`src/rtl/node_flit_tx.sv`:
```
// node_flit_tx: core-to-node injection transmitter.
// Takes a 4-bit payload and a 4-bit destination from the core and encodes the payload
// as Hamming(7,4). The result is queued in a small FIFO and sent as an 11-bit flit
// {dest, code} over a 4-phase bundled-data req/ack channel.
// Optional build macro: NODE_TX_ERR_INJECT_EN adds err_inj/err_pos, which flip one code
// bit at write time so the downstream corrector can be exercised.
//
// state  | meaning
// IDLE   | waiting for a queued flit; pops the FIFO head into out_data
// SETUP  | out_data settled, req still low (bundling margin)
// REQ_HI | req high, waiting for synchronized ack high
// REQ_LO | req low, waiting for synchronized ack low, then count completion
module node_flit_tx #(
  parameter int         FIFO_DEPTH = 4,
  parameter logic [3:0] MY_ADDR    = 4'd0
) (
  input  logic        clk,
  input  logic        rst_n,
  input  logic        in_valid,
  output logic        in_ready,
  input  logic [3:0]  in_data,
  input  logic [3:0]  in_dest,
  output logic        out_req,
  output logic [10:0] out_data,
  input  logic        out_ack,
  output logic [15:0] sent_cnt,
  output logic [7:0]  self_cnt,
  output logic        busy
`ifdef NODE_TX_ERR_INJECT_EN
  ,
  input  logic        err_inj,
  input  logic [2:0]  err_pos
`endif
);

  localparam int AW = $clog2(FIFO_DEPTH);

  localparam logic [1:0] IDLE   = 2'd0;
  localparam logic [1:0] SETUP  = 2'd1;
  localparam logic [1:0] REQ_HI = 2'd2;
  localparam logic [1:0] REQ_LO = 2'd3;

  logic [1:0]  state;
  logic        ack_meta;
  logic        ack_s;
  logic [10:0] mem [FIFO_DEPTH];
  logic [AW:0] wr_ptr;
  logic [AW:0] rd_ptr;
  logic        empty;
  logic        full;
  logic        wr_en;
  logic        rd_en;
  logic        p1;
  logic        p2;
  logic        p3;
  logic [6:0]  code;

  assign p1 = in_data[0] ^ in_data[1] ^ in_data[3];
  assign p2 = in_data[0] ^ in_data[2] ^ in_data[3];
  assign p3 = in_data[1] ^ in_data[2] ^ in_data[3];

  // Codeword for the payload currently offered, optionally with one bit flipped
  always_comb begin
    code = {in_data[3], in_data[2], in_data[1], p3, in_data[0], p2, p1};
`ifdef NODE_TX_ERR_INJECT_EN
    if (err_inj && (err_pos != 3'd7)) begin
      code = code ^ (7'd1 << err_pos);
    end
`endif
  end

  assign empty    = (wr_ptr == rd_ptr);
  assign full     = (wr_ptr[AW] != rd_ptr[AW]) && (wr_ptr[AW-1:0] == rd_ptr[AW-1:0]);
  // Ready is held low while reset is asserted so nothing is captured in that window
  assign in_ready = rst_n && !full;
  assign wr_en    = in_valid && in_ready;
  assign rd_en    = (state == IDLE) && !empty;
  assign busy     = !empty || (state != IDLE);

  // Two-flop synchronizer for the asynchronous acknowledge
  always_ff @(posedge clk) begin
    if (!rst_n) begin
      ack_meta <= 1'b0;
      ack_s    <= 1'b0;
    end else begin
      ack_meta <= out_ack;
      ack_s    <= ack_meta;
    end
  end

  // FIFO storage; needs no reset because the pointers define its contents
  always_ff @(posedge clk) begin
    if (wr_en) begin
      mem[wr_ptr[AW-1:0]] <= {in_dest, code};
    end
  end

  // FIFO pointers, with an extra wrap bit to tell full from empty
  always_ff @(posedge clk) begin
    if (!rst_n) begin
      wr_ptr <= '0;
      rd_ptr <= '0;
    end else begin
      if (wr_en) wr_ptr <= wr_ptr + 1'b1;
      if (rd_en) rd_ptr <= rd_ptr + 1'b1;
    end
  end

  // Handshake sequencer and completion counters
  always_ff @(posedge clk) begin
    if (!rst_n) begin
      state    <= IDLE;
      out_req  <= 1'b0;
      out_data <= '0;
      sent_cnt <= '0;
      self_cnt <= '0;
    end else begin
      case (state)
        IDLE: begin
          if (rd_en) begin
            out_data <= mem[rd_ptr[AW-1:0]];
            state    <= SETUP;
          end
        end
        SETUP: begin
          out_req <= 1'b1;
          state   <= REQ_HI;
        end
        REQ_HI: begin
          if (ack_s) begin
            out_req <= 1'b0;
            state   <= REQ_LO;
          end
        end
        REQ_LO: begin
          if (!ack_s) begin
            sent_cnt <= sent_cnt + 16'd1;
            if (out_data[10:7] == MY_ADDR) begin
              self_cnt <= self_cnt + 8'd1;
            end
            state <= IDLE;
          end
        end
        default: begin
          out_req <= 1'b0;
          state   <= IDLE;
        end
      endcase
    end
  end

endmodule

```
`config.mk`:
```
export PLATFORM = sky130hd
export DESIGN_NAME = node_flit_tx
export DESIGN_NICKNAME = d
export VERILOG_FILES = /design/src/rtl/node_flit_tx.sv
export SDC_FILE = /design/constraint.sdc
export NUM_CORES = 1
export LEC_CHECK = 0
export CAP_MARGIN = 20
export CORE_ASPECT_RATIO = 0.8
export CORE_MARGIN = 2
export CORE_UTILIZATION = 39
export DETAILED_ROUTE_END_ITERATION = 8
export HOLD_SLACK_MARGIN = 0.06
export RECOVER_POWER = 100
export SETUP_SLACK_MARGIN = 0.4
export SLEW_MARGIN = 40
export SYNTH_ARGS = -nofsm -noshare
export SYNTH_HDL_FRONTEND = slang
export SYNTH_SLANG_ARGS = --single-unit
```
`constraint.sdc`:
```
create_clock -name clk -period 2.63 [get_ports clk]
set_clock_uncertainty 0.2 [all_clocks]
set_input_delay 0.263 -clock clk [delete_from_list [all_inputs] [get_ports clk]]
set_output_delay 0.263 -clock clk [all_outputs]
set_load 0.005 [all_outputs]
```
== Word-level counts from Yosys, hierarchy flattened ==
Memory sizes are Yosys's and may differ from the RTL's. A register that Yosys moved wholly into a read port is not among the register bits.
Index checks and enable logic that the tools add are counted.
Word-level totals
  bits in registers: 35
  memory bits (writable): 44
  input port bits: 12
  output and inout port bits: 38
  word-level logic and storage cells: 54
  memories kept: 1
Memory list
  mem: words 4, width 11, read ports 1, clocked after Yosys merged registers in 1, write ports 1, RTL line 46  | logic [10:0] mem [FIFO_DEPTH];
Cells by class
  add/subtract/negate cells: 4
  equal/unequal tests: 9
  muxes and demuxes: 8
  bitwise operators: 7
  reduce and logical (&&, ||, !) cells: 17
Operators with widths (number)
  $add A16 B1 Y16 const B: 1
  $add A8 B1 Y8 const B: 1
  $pmux W2 S4: 1
  $add A3 B1 Y3 const B: 2
  $mux W2: 3
  $ne A2 B2 Y1 const B: 3
  $reduce_and A2 Y1: 3
  $reduce_and A3 Y1: 2
  $xor A1 B1 Y1: 6
  $eq A2 B2 Y1 const B: 2
  $logic_and A1 B1 Y1: 4
  $logic_not A4 Y1: 1
  $reduce_bool A2 Y1: 2
  $eq A3 B3 Y1: 1
  $logic_not A1 Y1: 3
  $mux W1: 3
  $eq A2 B1 Y1 const B: 1
  $eq A2 B2 Y1: 1
  $logic_not A2 Y1: 1
  $pmux W1 S2: 1
  $logic_or A1 B1 Y1: 1
  $ne A1 B1 Y1: 1
  $not A1 Y1: 1

== Logic depth before layout (Yosys ltp) ==
  depth after elaboration: 7
  depth in mapped cells: 6
  depth with buffers taken out: 5

== Least setup slack after synthesis ==
OpenSTA, ideal clock, no wires.
  kind: flip-flop to flip-flop
  from: reg rd_ptr[0]
  to: mem mem[1][0], enable pin
  library setup time: 349 ps
  arrival: 1391 ps
  data required time: 2081 ps
  path slack: 690 ps
  stages on the path, launching flop included: 5
  path buffers: 1
  clock period less this slack: 1940 ps
  cell sequence: dfxtp_1 -> xor2_1 -> o31a_1 -> buf_2 -> and3_1
Between the ends
  cells in the longest elaborated chain, start to end: 7
Ends and longest elaborated chain
  from (decl): RTL line 48  | logic [AW:0] rd_ptr;
  from (signal assigned): RTL line 105  | if (rd_en) rd_ptr <= rd_ptr + 1'b1;
  $eq A2 B2 Y1: RTL line 73  | assign full = (wr_ptr[AW] != rd_ptr[AW]) && (wr_ptr[AW-1:0] == rd_ptr[AW-1:0]);
  $logic_and A1 B1 Y1: RTL line 73
  $logic_not A1 Y1: RTL line 75  | assign in_ready = rst_n && !full;
  $logic_and A1 B1 Y1: RTL line 75
  $logic_and A1 B1 Y1: RTL line 76  | assign wr_en = in_valid && in_ready;
  $mux W1: RTL line 93  | if (wr_en) begin
  $mux W1 (implied by the code): RTL line 94  | mem[wr_ptr[AW-1:0]] <= {in_dest, code};
  to (decl): RTL line 46
No other way between the ends.

== Final worst setup path ==
  from: reg wr_ptr[0]
  to: out in_ready
Between the ends
  cells in the longest elaborated chain, start to end: 4
Ends and longest elaborated chain
  from (decl): RTL line 47  | logic [AW:0] wr_ptr;
  from (signal assigned): RTL line 104  | if (wr_en) wr_ptr <= wr_ptr + 1'b1;
  $eq A2 B2 Y1: RTL line 73
  $logic_and A1 B1 Y1: RTL line 73
  $logic_not A1 Y1: RTL line 75
  $logic_and A1 B1 Y1: RTL line 75
  to (decl): RTL line 20  | output logic in_ready,
No other way between the ends.

==> flow_metrics.env <==
export IMPL_drtIter0Drc=116
export IMPL_place_area_um2=4400
export IMPL_end_kind="output pin"
export IMPL_die_x_um=114
export IMPL_antenna_left=0
export IMPL_hold_end="ack_s"
export IMPL_drt_pass1_iter_count=4
export IMPL_outcome="finished, final reports clean"
export IMPL_r2r_end="mem[1][3]"
export IMPL_globalRoute_totalOverflow=0
export IMPL_synth_warnings=0
export IMPL_vias=2451
export IMPL_clock_path_buffers=2
export IMPL_antenna_found_initial=0
export IMPL_drc=0
export IMPL_hold_path_startpoint="ack_meta"
export IMPL_cts_root_buf="clkbuf_16"
export IMPL_synth_yosys_seq_area_share=0.598
export IMPL_yosys_area_top_type="edfxtp_1"
export IMPL_path_class="reg2out"
export IMPL_synth_area_um2=3750
export IMPL_hold_depth=1
export IMPL_grt_usage=0.154
export IMPL_leakage_nw=1.76
export IMPL_viasPerCell=5.11
export IMPL_rows=31
export IMPL_worstMarginPinSlew_ns=1.40
export IMPL_cp_required_ns=2.17
export IMPL_syn2layout_area_growth_pct=25.6
export IMPL_holdCritPathClass="reg2reg"
export IMPL_core_um2=9190
export IMPL_min_period_ns=2.31
export IMPL_synthDistinctLibCells=41
export IMPL_dp_hpwl_um=5120
export IMPL_synthTopCellsByArea="edfxtp_1, dfxtp_1, mux4_2"
export IMPL_drv_slew=0
export IMPL_fin_nets=383
export IMPL_cts_sinks=90
export IMPL_synth_top_area_frac=0.352
export IMPL_r2r_cells=4
export IMPL_p_per_area_nw_per_um2=844
export IMPL_numCtsBuffers=9
export IMPL_die_area_um2=10400
export IMPL_report_final_setup_viol=0
export IMPL_grt_start_max_net_pins=36
export IMPL_n_fill_cell=802
export IMPL_initial_core_util=0.408
export IMPL_cp_data_arrival_time_ns=1.84
export IMPL_drive_gt1_frac=0.126
export IMPL_rsz0062_at_grt="true"
export IMPL_dieHeight_um=91.7
export IMPL_diodes=0
export IMPL_htree_levels=3
export IMPL_clkSlewWorstSetupHoldPaths_ns=0.07
export IMPL_worstSkewPairLatency_ns=0.34
export IMPL_postCtsSetupBuffers=0
export IMPL_finalWeightedCongestion=0.713
export IMPL_cap_violations=0
export IMPL_critical_path_max_fanout=5
export IMPL_synthCells=305
export IMPL_synth_seq_cells=90
export IMPL_reg2reg_setup_slack_ns=0.38
export IMPL_fmax_mhz=433
export IMPL_wirelength_um=7440
export IMPL_cp_start_kind="flip-flop"
export IMPL_wire_per_inst_um=15.5
export IMPL_io_buffers=49
export IMPL_timing_final_hold_violations=0
export IMPL_syn_num_nets=328
export IMPL_final_cell_area_um2=4710
export IMPL_ioPinCount=50
export IMPL_period_share=0.878
export IMPL_rr_startpoint="wr_ptr[0]"
export IMPL_cts_tree="yes"
export IMPL_ir_drop_mv=0.351
export IMPL_final_setup_tns_ns=0
export IMPL_grt_pass1_wl_um=12200
export IMPL_syn_avg_cell_area_um2=12.3
export IMPL_relSlewSlack=0.0653
export IMPL_grt_pass1_vias=2290
## power by group
part           leakage (nW)  internal [mW]  switching, mW
Sequential            0.774           1.61          0.101
Clock                 0.155          0.763          0.572
Combinational         0.833          0.450          0.481
## cell usage after synthesis (all sizes together)
cell / number
a211oi: 1
a21bo: 1
a21oi: 12
a221oi: 1
and2: 2
and3: 5
and4: 2
and4b: 1
buf: 6
clkbuf: 9
dfxtp: 46
edfxtp: 44
ha: 11
inv: 6
mux2i: 1
mux4: 11
nand2: 29
nand2b: 2
nand3: 21
nand3b: 1
nand4: 5
nor2: 19
nor2b: 3
nor3: 4
nor4: 2
o211ai: 1
o21a: 1
o21ai: 18
o31a: 1
o31ai: 5
or3: 6
or4: 3
xnor2: 11
xor2: 14
## cell type report
type	instances	area, µm²	area share
sequential	90	2240	0.476
clock buffer	9	225	0.0478
inverter	6	22.5	0.00478
clock inverter	7	87.6	0.0186
multi-input combinational	194	1440	0.306
tap	115	144	0.0305
timing repair buffer	59	548	0.116
## layout by cell type, fill, tap and decap left out, drive strengths merged, types with 6 or more instances in the layout
cell         count
dfxtp           46
ha              11
edfxtp          44
clkbuf          15
nor2            19
xor2            14
mux4            11
nand3           21
or3              6
inv             12
o21ai           18
a21oi           12
nand2           29
dlygate4sd3     45
xnor2           11
## cells by family (layout without fill, tap and decap cells)
group,after synthesis,in the layout,synth area share
buffers and inverters,21,81,0.0233
XOR/XNOR,25,25,0.0584
AO/OA/AOI/OAI,41,41,0.0647
multiplexers,12,12,0.0687
flip-flops,90,90,0.598
adder cells (fa/ha/maj),11,11,0.0367
AND/OR/NAND/NOR,105,105,0.151
## per-stage QoR
step | setup slack, ns | hold WS (ns) | std cells | utilization | total power, mW
final | 0.322 | 0.246 | 480 | 0.513 | 3.98
after global routing | 0.219 | 0.259 | 480 | 0.513 | 4.20
after CTS | 0.444 | 0.243 | 480 | 0.514 | 4.08
after detailed placement | 0.381 | 0.225 | 464 | 0.478 | 2.73
after global placement | 0.449 | 0.223 | 464 | 0.478 | 2.72
after floorplan | 0.690 | 0.162 | 305 | - | 2.33
## state kept, by name (all words and copies together) (netlist names)
| signal | flops |
|---|---|
| self_cnt | 8 |
| wr_ptr | 3 |
| ack_s | 1 |
| state | 2 |
| ack_meta | 1 |
| sent_cnt | 16 |
| out_req | 1 |
| out_data | 11 |
| mem | 44 |
| rd_ptr | 3 |
## worst max-delay path by stage
stage,from,end,slack [ns],cells past startpoint
after detailed placement,state[1],sent_cnt[15],0.38,5
final,wr_ptr[0],in_ready,0.32,4
after global placement,state[0],sent_cnt[15],0.45,5
after floorplan,rd_ptr[0],mem[1][0],0.69,4
after CTS,wr_ptr[0],busy,0.44,4
after global routing,wr_ptr[0],mem[1][3],0.22,4
## critical path, stage by stage, from the launching register on
cell and delay (ns):
dfxtp_1 0.43, xor2_1 0.39, nor3_1 0.09, nor2_1 0.09, clkdlybuf4s50_1 0.51
## metal layers
| layer | GRT usage | routed length, µm | up-vias |
|---|---|---|---|
| li1 | - | - | 1220 |
| met1 | 0.231 | 3890 | 1182 |
| met2 | 0.212 | 3140 | 36 |
| met3 | 0.0370 | 238 | 13 |
| met4 | 0.0630 | 170 | 0 |
| met5 | 0 | 0 | - |
## repair_timing
action                                  CTS  global route
endpoints found under the setup margin    3             3
hold buffers                              0             0
gates resized for setup                   3             4
No activity file was read; power rests on OpenSTA's default activity.
